===== src/rtl/imem_arbiter.sv =====
// Shares one single-port instruction memory between fetch and the program loader; 1-cycle read latency.
// Grants are combinational. A denied requester simply retries. Loader LOCK mode freezes fetch.
module imem_arbiter #(
  parameter int ADDR_W   = 32,
  parameter int DATA_W   = 32,
  parameter int DEPTH    = 128,
  parameter int MAX_WAIT = 4
) (
  input  logic              clk,
  input  logic              rst,
  input  logic              if_req,
  input  logic [ADDR_W-1:0] if_addr,
  output logic              if_gnt,
  output logic              if_rvalid,
  output logic [DATA_W-1:0] if_rdata,
  input  logic              ld_req,
  input  logic              ld_we,
  input  logic [ADDR_W-1:0] ld_addr,
  input  logic [DATA_W-1:0] ld_wdata,
  input  logic              ld_lock,
  output logic              ld_gnt,
  output logic              ld_rvalid,
  output logic [DATA_W-1:0] ld_rdata,
  output logic              locked,
  output logic              mem_en,
  output logic              mem_we,
  output logic [ADDR_W-1:0] mem_addr,
  output logic [DATA_W-1:0] mem_wdata,
  input  logic [DATA_W-1:0] mem_rdata
);

  localparam int WC_W = $clog2(MAX_WAIT + 1);

  typedef enum logic [1:0] {RUN, LOCK_PEND, LOCK} state_t;
  typedef enum logic [1:0] {TAG_NONE, TAG_IF, TAG_LD} tag_t;

  state_t            state, state_nxt;
  tag_t              tag, tag_nxt;
  logic              tag_oor, tag_oor_nxt;
  logic [WC_W-1:0]   wait_cnt, wait_nxt;
  logic [DATA_W-1:0] if_rdata_q, ld_rdata_q;
  logic [ADDR_W-1:0] sel_addr;
  logic              in_range;
  logic [DATA_W-1:0] rdata_src;

  // State register and all sequential bookkeeping.
  always_ff @(posedge clk) begin
    if (!rst) begin
      state      <= RUN;
      tag        <= TAG_NONE;
      tag_oor    <= 1'b0;
      wait_cnt   <= '0;
      if_rdata_q <= '0;
      ld_rdata_q <= '0;
    end else begin
      state    <= state_nxt;
      tag      <= tag_nxt;
      tag_oor  <= tag_oor_nxt;
      wait_cnt <= wait_nxt;
      if (tag == TAG_IF) if_rdata_q <= rdata_src;
      if (tag == TAG_LD) ld_rdata_q <= rdata_src;
    end
  end

  // Next-state logic. LOCK_PEND never grants, so any read still in flight
  // returns during that cycle and the tag is guaranteed empty on exit.
  always_comb begin
    state_nxt = state;
    case (state)
      RUN:       if (ld_lock) state_nxt = LOCK_PEND;
      LOCK_PEND: begin
        if (!ld_lock)                  state_nxt = RUN;
        else if (tag_nxt == TAG_NONE)  state_nxt = LOCK;
      end
      LOCK:      if (!ld_lock) state_nxt = RUN;
      default:   state_nxt = RUN;
    endcase
  end

  // Output logic: grants. Fetch only beats a contending loader once starved MAX_WAIT cycles.
  always_comb begin
    if_gnt = 1'b0;
    ld_gnt = 1'b0;
    if (rst) begin
      case (state)
        RUN: begin
          if (if_req && (!ld_req || wait_cnt == WC_W'(MAX_WAIT))) if_gnt = 1'b1;
          else if (ld_req)                                        ld_gnt = 1'b1;
        end
        LOCK:    ld_gnt = ld_req;
        default: ;
      endcase
    end
  end

  always_comb begin
    sel_addr  = ld_gnt ? ld_addr : if_addr;
    in_range  = (sel_addr < ADDR_W'(DEPTH));
    mem_en    = (if_gnt | ld_gnt) & in_range;
    mem_we    = ld_gnt & ld_we & in_range;
    mem_addr  = sel_addr;
    mem_wdata = ld_wdata;
  end

  always_comb begin
    tag_nxt     = TAG_NONE;
    tag_oor_nxt = !in_range;
    if (if_gnt)               tag_nxt = TAG_IF;
    else if (ld_gnt && !ld_we) tag_nxt = TAG_LD;
  end

  always_comb begin
    if (!if_req || if_gnt)              wait_nxt = '0;
    else if (wait_cnt != WC_W'(MAX_WAIT)) wait_nxt = wait_cnt + WC_W'(1);
    else                                wait_nxt = wait_cnt;
  end

  // Out-of-range reads never touched memory, so they return zero instead of mem_rdata.
  always_comb begin
    rdata_src = tag_oor ? '0 : mem_rdata;
    if_rvalid = rst && (tag == TAG_IF);
    ld_rvalid = rst && (tag == TAG_LD);
    locked    = rst && (state == LOCK);
    if (!rst)           if_rdata = '0;
    else if (if_rvalid) if_rdata = rdata_src;
    else                if_rdata = if_rdata_q;
    if (!rst)           ld_rdata = '0;
    else if (ld_rvalid) ld_rdata = rdata_src;
    else                ld_rdata = ld_rdata_q;
  end

endmodule


===== config.mk =====
export PLATFORM = sky130hd
export DESIGN_NAME = imem_arbiter
export DESIGN_NICKNAME = d
export VERILOG_FILES = /design/src/rtl/imem_arbiter.sv
export SDC_FILE = /design/constraint.sdc
export NUM_CORES = 1
export LEC_CHECK = 0
export CAP_MARGIN = 40
export CORE_ASPECT_RATIO = 0.75
export CORE_MARGIN = 1.5
export CORE_UTILIZATION = 37
export CTS_BUF_LIST = sky130_fd_sc_hd__clkbuf_16
export DETAILED_ROUTE_END_ITERATION = 10
export PLACE_DENSITY_LB_ADDON = 0.25
export RECOVER_POWER = 25
export SETUP_SLACK_MARGIN = 0.4
export SYNTH_ARGS = -nofsm -noshare
export SYNTH_HDL_FRONTEND = slang
export SYNTH_SLANG_ARGS = --single-unit

===== constraint.sdc =====
create_clock -name clk -period 2.3 [get_ports clk]
set_input_delay 0.46 -clock clk [delete_from_list [all_inputs] [get_ports clk]]
set_output_delay 0.46 -clock clk [all_outputs]
set_load 0.02 [all_outputs]

==> flow_metrics.env, run 1 <==
export IMPL_run_status="finished with violations"
export IMPL_failing_checks="DRC, setup timing"
export IMPL_critPathSlowestCell="sky130_fd_sc_hd__o311ai_4"
export IMPL_drc_errors=18
export IMPL_hold_class="register to register"
export IMPL_synth_area_mm2=0.00420
export IMPL_placement_rows=33
export IMPL_critical_path_startpoint_type="register"
export IMPL_fp_dieH_um=95.3
export IMPL_slowest_delay_ns=0.34
export IMPL_cts_max_level=3
export IMPL_num_nets_final=929
export IMPL_ctsLongestPathBuffers=2
export IMPL_worstPathArrival_ns=2.08
export IMPL_grt_remaining_overflow=0
export IMPL_synth_warning_count=0
export IMPL_timing_critical_path_required_ns=1.84
export IMPL_fp_dieArea_mm2=0.0120
export IMPL_final_hold_violation_count=0
export IMPL_yosysSeqAreaShare_pct=34.3
export IMPL_numCtsBuffers=9
export IMPL_io_pins=269
export IMPL_number_of_antenna_violations_at_the_first_check_in_global_routing=0
export IMPL_grtUsageMet3_pct=7.80
export IMPL_dpl_hpwl_um=10400
export IMPL_post_drt_via_cell_ratio=5.16
export IMPL_core_mm2=0.0110
export IMPL_finalSetupViolations=59
export IMPL_netlist_instances=517
export IMPL_timing_final_crit_share_pct=110
export IMPL_timing_final_ws_setup_ns=-0.240
export IMPL_postSynthAreaPerCell_um2=8.12
export IMPL_detail_route_wirelength_um=19200
export IMPL_cts_num_sinks=72
export IMPL_synth_top_cell_by_area="sky130_fd_sc_hd__dfxtp_1"
export IMPL_static_leakage_power_nw=4.37
export IMPL_m2_gr_usage_pct=44.3
export IMPL_netlist_top_cells_area="sky130_fd_sc_hd__dfxtp_1 34%, sky130_fd_sc_hd__a21boi_0 23%, sky130_fd_sc_hd__nand2_1 12%"
export IMPL_first_global_vias=4611
export IMPL_finalWeightedCongestion=0.864
export IMPL_criticalPathCategory="register to primary output"
export IMPL_cts_root_buf="sky130_fd_sc_hd__clkbuf_16"
export IMPL_detailroute_via_count=4837
export IMPL_detailedRoute_firstPassIterationCount=7
export IMPL_syn_nets=653
export IMPL_max_slew_worst_pin_slew_ns=0.402
export IMPL_cp_num_buf_inv=4
export IMPL_share_of_post_route_cells_with_drive_strength_above_1_pct=60.4
export IMPL_tritoncts="yes"
export IMPL_detail_route_wl_per_cell_um=20.4
export IMPL_gr_usage_all_layers_pct=26.9
export IMPL_cts_reportedPaths_clkPinSlew_ns=0.05
export IMPL_buffer_ports_inserted=204
export IMPL_power_density_cell_area_mw_per_mm2=400
export IMPL_synthDominantCellAreaShare_pct=34.3
export IMPL_antenna_violating_nets_post_route=0
export IMPL_worstPathCellList="inv_2 > ha_4 > nand2_4 > o311ai_4 > buf_12 > buf_6 > mux2_4 > buf_4"
export IMPL_final_period_minus_worst_setup_slack_ns=2.54
export IMPL_final_util_pct=83.0
export IMPL_grt_max_degree=49
export IMPL_number_of_filler_instances_in_the_final_layout=633
export IMPL_syn_to_final_growth_pct=117
export IMPL_yosys_cell_types_count=30
export IMPL_global_route_peak_usage_layer="met2"
export IMPL_clk_insertion_delay_late_ns=0.34
export IMPL_initial_utilization_pct=38.2
export IMPL_detailedPlace_worstSlack_ns=-0.708
export IMPL_met1_usage_pct=34.6
export IMPL_grt_setup_unrepaired="yes"
export IMPL_maxClockFrequency_mhz=394
export IMPL_synth_seq_cells=72
export IMPL_finClkSkew_ns=0.00882
export IMPL_final_max_slew_violation_count=0
export IMPL_cp_capture_type="primary output"
export IMPL_relSlewSlack_pct=73.1
export IMPL_drtIter0Drc=205
export IMPL_max_rail_drop_vdd_mv=0.422
export IMPL_cp_top_family="buffers and inverters"
export IMPL_critPathMaxFanout=6
export IMPL_maxCapViolCount=0
export IMPL_die_width_um=126
export IMPL_hold_slack_ns=0.482
export IMPL_grt_first_pass_wirelength_um=24800
-- power by group --
part | internal (mW) | switching [mW]
registers | 1.27 | 0.0167
clock network | 0.709 | 0.530
logic | 0.638 | 0.484
total | 2.62 | 1.03
-- cell usage in the layout (no fill, tap or decap), drive strengths merged --
cell type and instances:
buf 225, nand2 134, nand2b 2, clkdlybuf4s25 1, nand3 3, bufbuf 1
mux2 32, dlymetal6s2s 14, and2 4, a21oi 1, nor3b 2, or3 1
xnor2 2, dfxtp 72, clkinvlp 1, o311ai 1, nor3 3, dlygate4sd2 8
clkdlybuf4s15 1, clkdlybuf4s50 78, clkinv 3, and2b 1, inv 6, a21boi 128
nor2b 34, nor4 11, a21o 1, nor2 9, clkbuf 13, ha 2
nand4 2, diode 1, a211o 1
-- Yosys cell counts, drive strengths merged --
cell type / number
nand2: 134
a21boi: 128
dfxtp: 72
buf: 40
nor2b: 34
mux2: 32
clkbuf: 27
nor4: 11
nor2: 9
and2: 4
inv: 4
nand3: 3
nor3: 3
ha: 2
nand2b: 2
nand4: 2
nor3b: 2
xnor2: 2
a211o: 1
a21o: 1
a21oi: 1
and2b: 1
o311ai: 1
or3: 1
-- flip-flops by register name (all words and copies together), names as in the netlist --
register	cells
if_rdata_q	32
ld_rdata_q	32
state	2
tag	2
tag_oor	1
wait_cnt	3
-- path summary, 6_finish.rpt --
kind / endpoint / slack [ns] / cells past startpoint / start
hold / removal: if_rdata_q[19] / 0.48 / 2 / if_rdata_q[19]
setup / recovery: mem_addr[13] / -0.24 / 8 / wait_cnt[0]
hold reg to reg: if_rdata_q[19] / 0.48 / 2 / if_rdata_q[19]
setup reg to reg: tag_oor / 0.45 / 10 / wait_cnt[0]
-- cells by family after synthesis --
group                    after synthesis  synth area share (%)
XOR/XNOR                               2                 0.417
buffers and inverters                 71                  9.77
AO/OA/AOI/OAI                        132                  24.0
flip-flops                            72                  34.3
adder cells (fa/ha/maj)                2                 0.596
AND/OR/NAND/NOR                      206                  22.3
multiplexers                          32                  8.58
-- metrics by stage --
step	setup TNS, ns	instances	total power [mW]	cell area [um2]
after floorplan	0	517	1.76	4550
after detailed placement	-32.38	839	2.12	6820
after global placement	-29.87	839	2.11	6820
final	-9.90	938	3.65	9120
after global routing	-13.77	937	3.77	9110
after CTS	-5.92	895	3.44	7730
-- final cells by class --
| class | instances | area, um2 | share of cell area [%] |
|---|---|---|---|
| timing repair buffer | 332 | 3660 | 40.1 |
| multi-input combinational | 374 | 3560 | 39.0 |
| sequential | 72 | 1450 | 15.9 |
| clock buffer | 9 | 225 | 2.47 |
| tap | 140 | 175 | 1.92 |
| clock inverter | 6 | 30.0 | 0.329 |
| inverter | 4 | 15.0 | 0.165 |
| antenna | 1 | 2.50 | 0.0274 |
-- metal layers --
metal,share of wire [%],vias up
li1,-,2271
met1,44,2360
met2,49,173
met3,5.7,33
met4,1.8,0
met5,0,-
-- tightest hold or removal path: stages, from the launching register on --
cell	delay, ns
sky130_fd_sc_hd__dfxtp_1	0.30
sky130_fd_sc_hd__nand2_2	0.06
sky130_fd_sc_hd__a21boi_0	0.07
-- repair_timing --
action,CTS,global route
endpoints found under the hold margin,0,0
hold buffers,0,0
endpoints found under the setup margin,103,103
gates resized for setup,646,287
pin swaps,21,95
buffers inserted,33,40
gates cloned,8,2
Note: power is estimated with default switching activity, not from simulation.
==> run 2: changes to the inputs <==
- GPL_TIMING_DRIVEN: default -> 0
==> flow_metrics.env, run 2 (synthesis gave the netlist of run 1 again) <==
export IMPL_power_internal_mw=3.08
export IMPL_tritoncts="yes"
export IMPL_multi_input_area_mm2=0.00349
export IMPL_worstPathCellList="inv_2 > ha_4 > nand2_4 > o311ai_4 > buf_6 > buf_6 > mux2_4 > buf_2"
export IMPL_grt_max_degree=13
export IMPL_worstPathArrival_ns=1.99
export IMPL_final_period_minus_worst_setup_slack_ns=2.45
export IMPL_finalSetupViolations=78
export IMPL_net_switching_power_mw=1.10
export IMPL_syn_to_final_growth_pct=121
export IMPL_min_path_cells=2
export IMPL_drtIter0Drc=310
export IMPL_numCtsBuffers=9
export IMPL_static_leakage_power_nw=4.48
export IMPL_run_status="finished with violations"
export IMPL_fp_dieH_um=95.3
export IMPL_failing_checks="DRC, setup timing"
export IMPL_dpl_hpwl_um=11900
export IMPL_critical_path_startpoint_type="register"
export IMPL_antenna_violating_nets_post_route=0
export IMPL_worst_case_register_to_register_setup_slack_ns=0.01
export IMPL_critPathMaxFanout=6
export IMPL_ff_latch_area_mm2=0.00145
export IMPL_relSlewSlack_pct=63.3
export IMPL_clkPwrFrac_pct=41.2
export IMPL_final_hold_violation_count=0
export IMPL_die_width_um=126
export IMPL_power_density_cell_area_mw_per_mm2=451
export IMPL_io_pins=269
export IMPL_cts_reportedPaths_clkPinSlew_ns=0.06
export IMPL_placedCellCount=892
export IMPL_largest_registers="if_rdata_q x32, ld_rdata_q x32, wait_cnt x3"
export IMPL_maxClockFrequency_mhz=408
export IMPL_most_common_layout_cells="110 x sky130_fd_sc_hd__clkdlybuf4s50_1, 108 x sky130_fd_sc_hd__buf_6, 87 x sky130_fd_sc_hd__buf_4"
export IMPL_final_util_pct=84.5
export IMPL_finClkSkew_ns=0.00802
export IMPL_combinational_power_share_pct=27.9
export IMPL_gr_usage_all_layers_pct=27.3
export IMPL_detail_route_wl_per_cell_um=19.8
export IMPL_timing_final_crit_share_pct=107
export IMPL_number_of_filler_instances_in_the_final_layout=565
export IMPL_finalPower_mw=4.18
export IMPL_timing_critical_path_required_ns=1.84
export IMPL_number_of_antenna_violations_at_the_first_check_in_global_routing=2
export IMPL_maxCapViolCount=0
export IMPL_buffer_ports_inserted=235
export IMPL_clk_insertion_delay_late_ns=0.34
export IMPL_detailedRoute_firstPassIterationCount=10
export IMPL_core_mm2=0.0110
export IMPL_cts_max_level=3
export IMPL_grt_setup_unrepaired="yes"
export IMPL_grt_first_pass_wirelength_um=25400
export IMPL_pwr_share_seq_pct=30.8
export IMPL_cp_common_cell="sky130_fd_sc_hd__buf_6"
export IMPL_cp_capture_type="primary output"
export IMPL_timing_hold_worst_start="if_rdata_q[23]"
export IMPL_share_of_post_route_cells_with_drive_strength_above_1_pct=55.1
export IMPL_num_nets_final=971
export IMPL_initial_utilization_pct=38.2
export IMPL_cts_num_sinks=72
export IMPL_hold_class="register to register"
export IMPL_finalWeightedCongestion=0.863
export IMPL_fin_setup_tns_ns=-6.75
export IMPL_slowest_delay_ns=0.33
export IMPL_timing_rr_end="tag_oor"
export IMPL_post_cts_hold_buffer_count=0
export IMPL_ff2ff_path_depth=15
export IMPL_final_max_slew_violation_count=0
export IMPL_criticalPathCategory="register to primary output"
export IMPL_timing_final_ws_setup_ns=-0.151
export IMPL_power_share_switching_pct=26.3
export IMPL_layout_cells_most_common="sky130_fd_sc_hd__clkdlybuf4s50_1"
export IMPL_max_rail_drop_vdd_mv=0.378
export IMPL_drc_errors=16
export IMPL_grt_remaining_overflow=0
export IMPL_worst_hold_path_endpoint="if_rdata_q[23]"
export IMPL_first_global_vias=4897
export IMPL_worst_r2r_src="wait_cnt[0]"
export IMPL_finalNonFillerCells=981
export IMPL_detail_route_wirelength_um=19500
export IMPL_detailroute_via_count=5066
export IMPL_max_slew_worst_pin_slew_ns=0.551
export IMPL_critPathSlowestCell="sky130_fd_sc_hd__dfxtp_2"
export IMPL_placement_rows=33
export IMPL_cts_root_buf="sky130_fd_sc_hd__clkbuf_16"
export IMPL_ctsLongestPathBuffers=2
export IMPL_post_drt_via_cell_ratio=5.16
export IMPL_fp_dieArea_mm2=0.0120
[run 2: power groups by stage]
stage | Clock, mW | Combinational [mW] | Sequential (mW)
after floorplan | 0 | 0.454 | 1.31
after global placement | 0 | 0.880 | 1.31
after detailed placement | 0 | 0.895 | 1.31
after CTS | 1.71 | 1.01 | 1.29
after global routing | 1.80 | 1.21 | 1.29
final | 1.72 | 1.17 | 1.29
[run 2: worst max-delay path by stage]
| stage | start | endpoint | cells after the start |
|---|---|---|---|
| 5_1_grt | ld_addr[13] | mem_we | 6 |
| 2_1_floorplan | wait_cnt[1] | mem_addr[10] | 6 |
| 3_5_place_dp | if_req | mem_addr[10] | 6 |
| 3_3_place_gp | if_req | mem_addr[9] | 6 |
| 4_1_cts | wait_cnt[1] | mem_addr[22] | 8 |
| 6_report | wait_cnt[0] | mem_addr[22] | 8 |
[run 2: layout make-up]
type | instances | area share (%)
multi-input cells | 374 | 37.6
repair buffers | 307 | 34.0
flip-flops and latches | 72 | 15.6
plain buffers | 67 | 6.85
clock buffers | 9 | 2.43
well taps | 140 | 1.89
clock inverters | 6 | 1.43
inverters | 4 | 0.162
diodes | 2 | 0.0539
[run 2: repair_timing]
action,in CTS,in global routing
buffers inserted,30,35
pin swaps,47,85
gates cloned,3,4
endpoints found under the setup margin,103,104
gates resized for setup,698,252
[run 2: worst max-delay path: cells and delay by family (launching register included)]
kind                     cells  cell delay [ns]
buffers and inverters        4             0.59
flip-flops                   1             0.33
multiplexers                 1             0.31
AO/OA/AOI/OAI                1             0.22
adder cells (fa/ha/maj)      1             0.15
AND/OR/NAND/NOR              1             0.06
[run 2: through the flow]
stage	setup WS, ns	instance area (um2)	hold WS (ns)
2_1_floorplan	0.227	4550	0.445
6_report	-0.151	9280	0.497
5_1_grt	-0.230	9270	0.515
3_5_place_dp	-0.885	7080	0.466
4_1_cts	-0.126	8170	0.473
3_3_place_gp	-0.856	7080	0.454
[run 2: layer usage]
layer | vias to the layer above | global-route usage [%] | share of wire [%]
li1 | 2363 | - | -
met1 | 2447 | 32.9 | 40
met2 | 220 | 47.7 | 51
met3 | 36 | 7.74 | 6.9
met4 | 0 | 8.72 | 2.0
met5 | - | 0 | 0
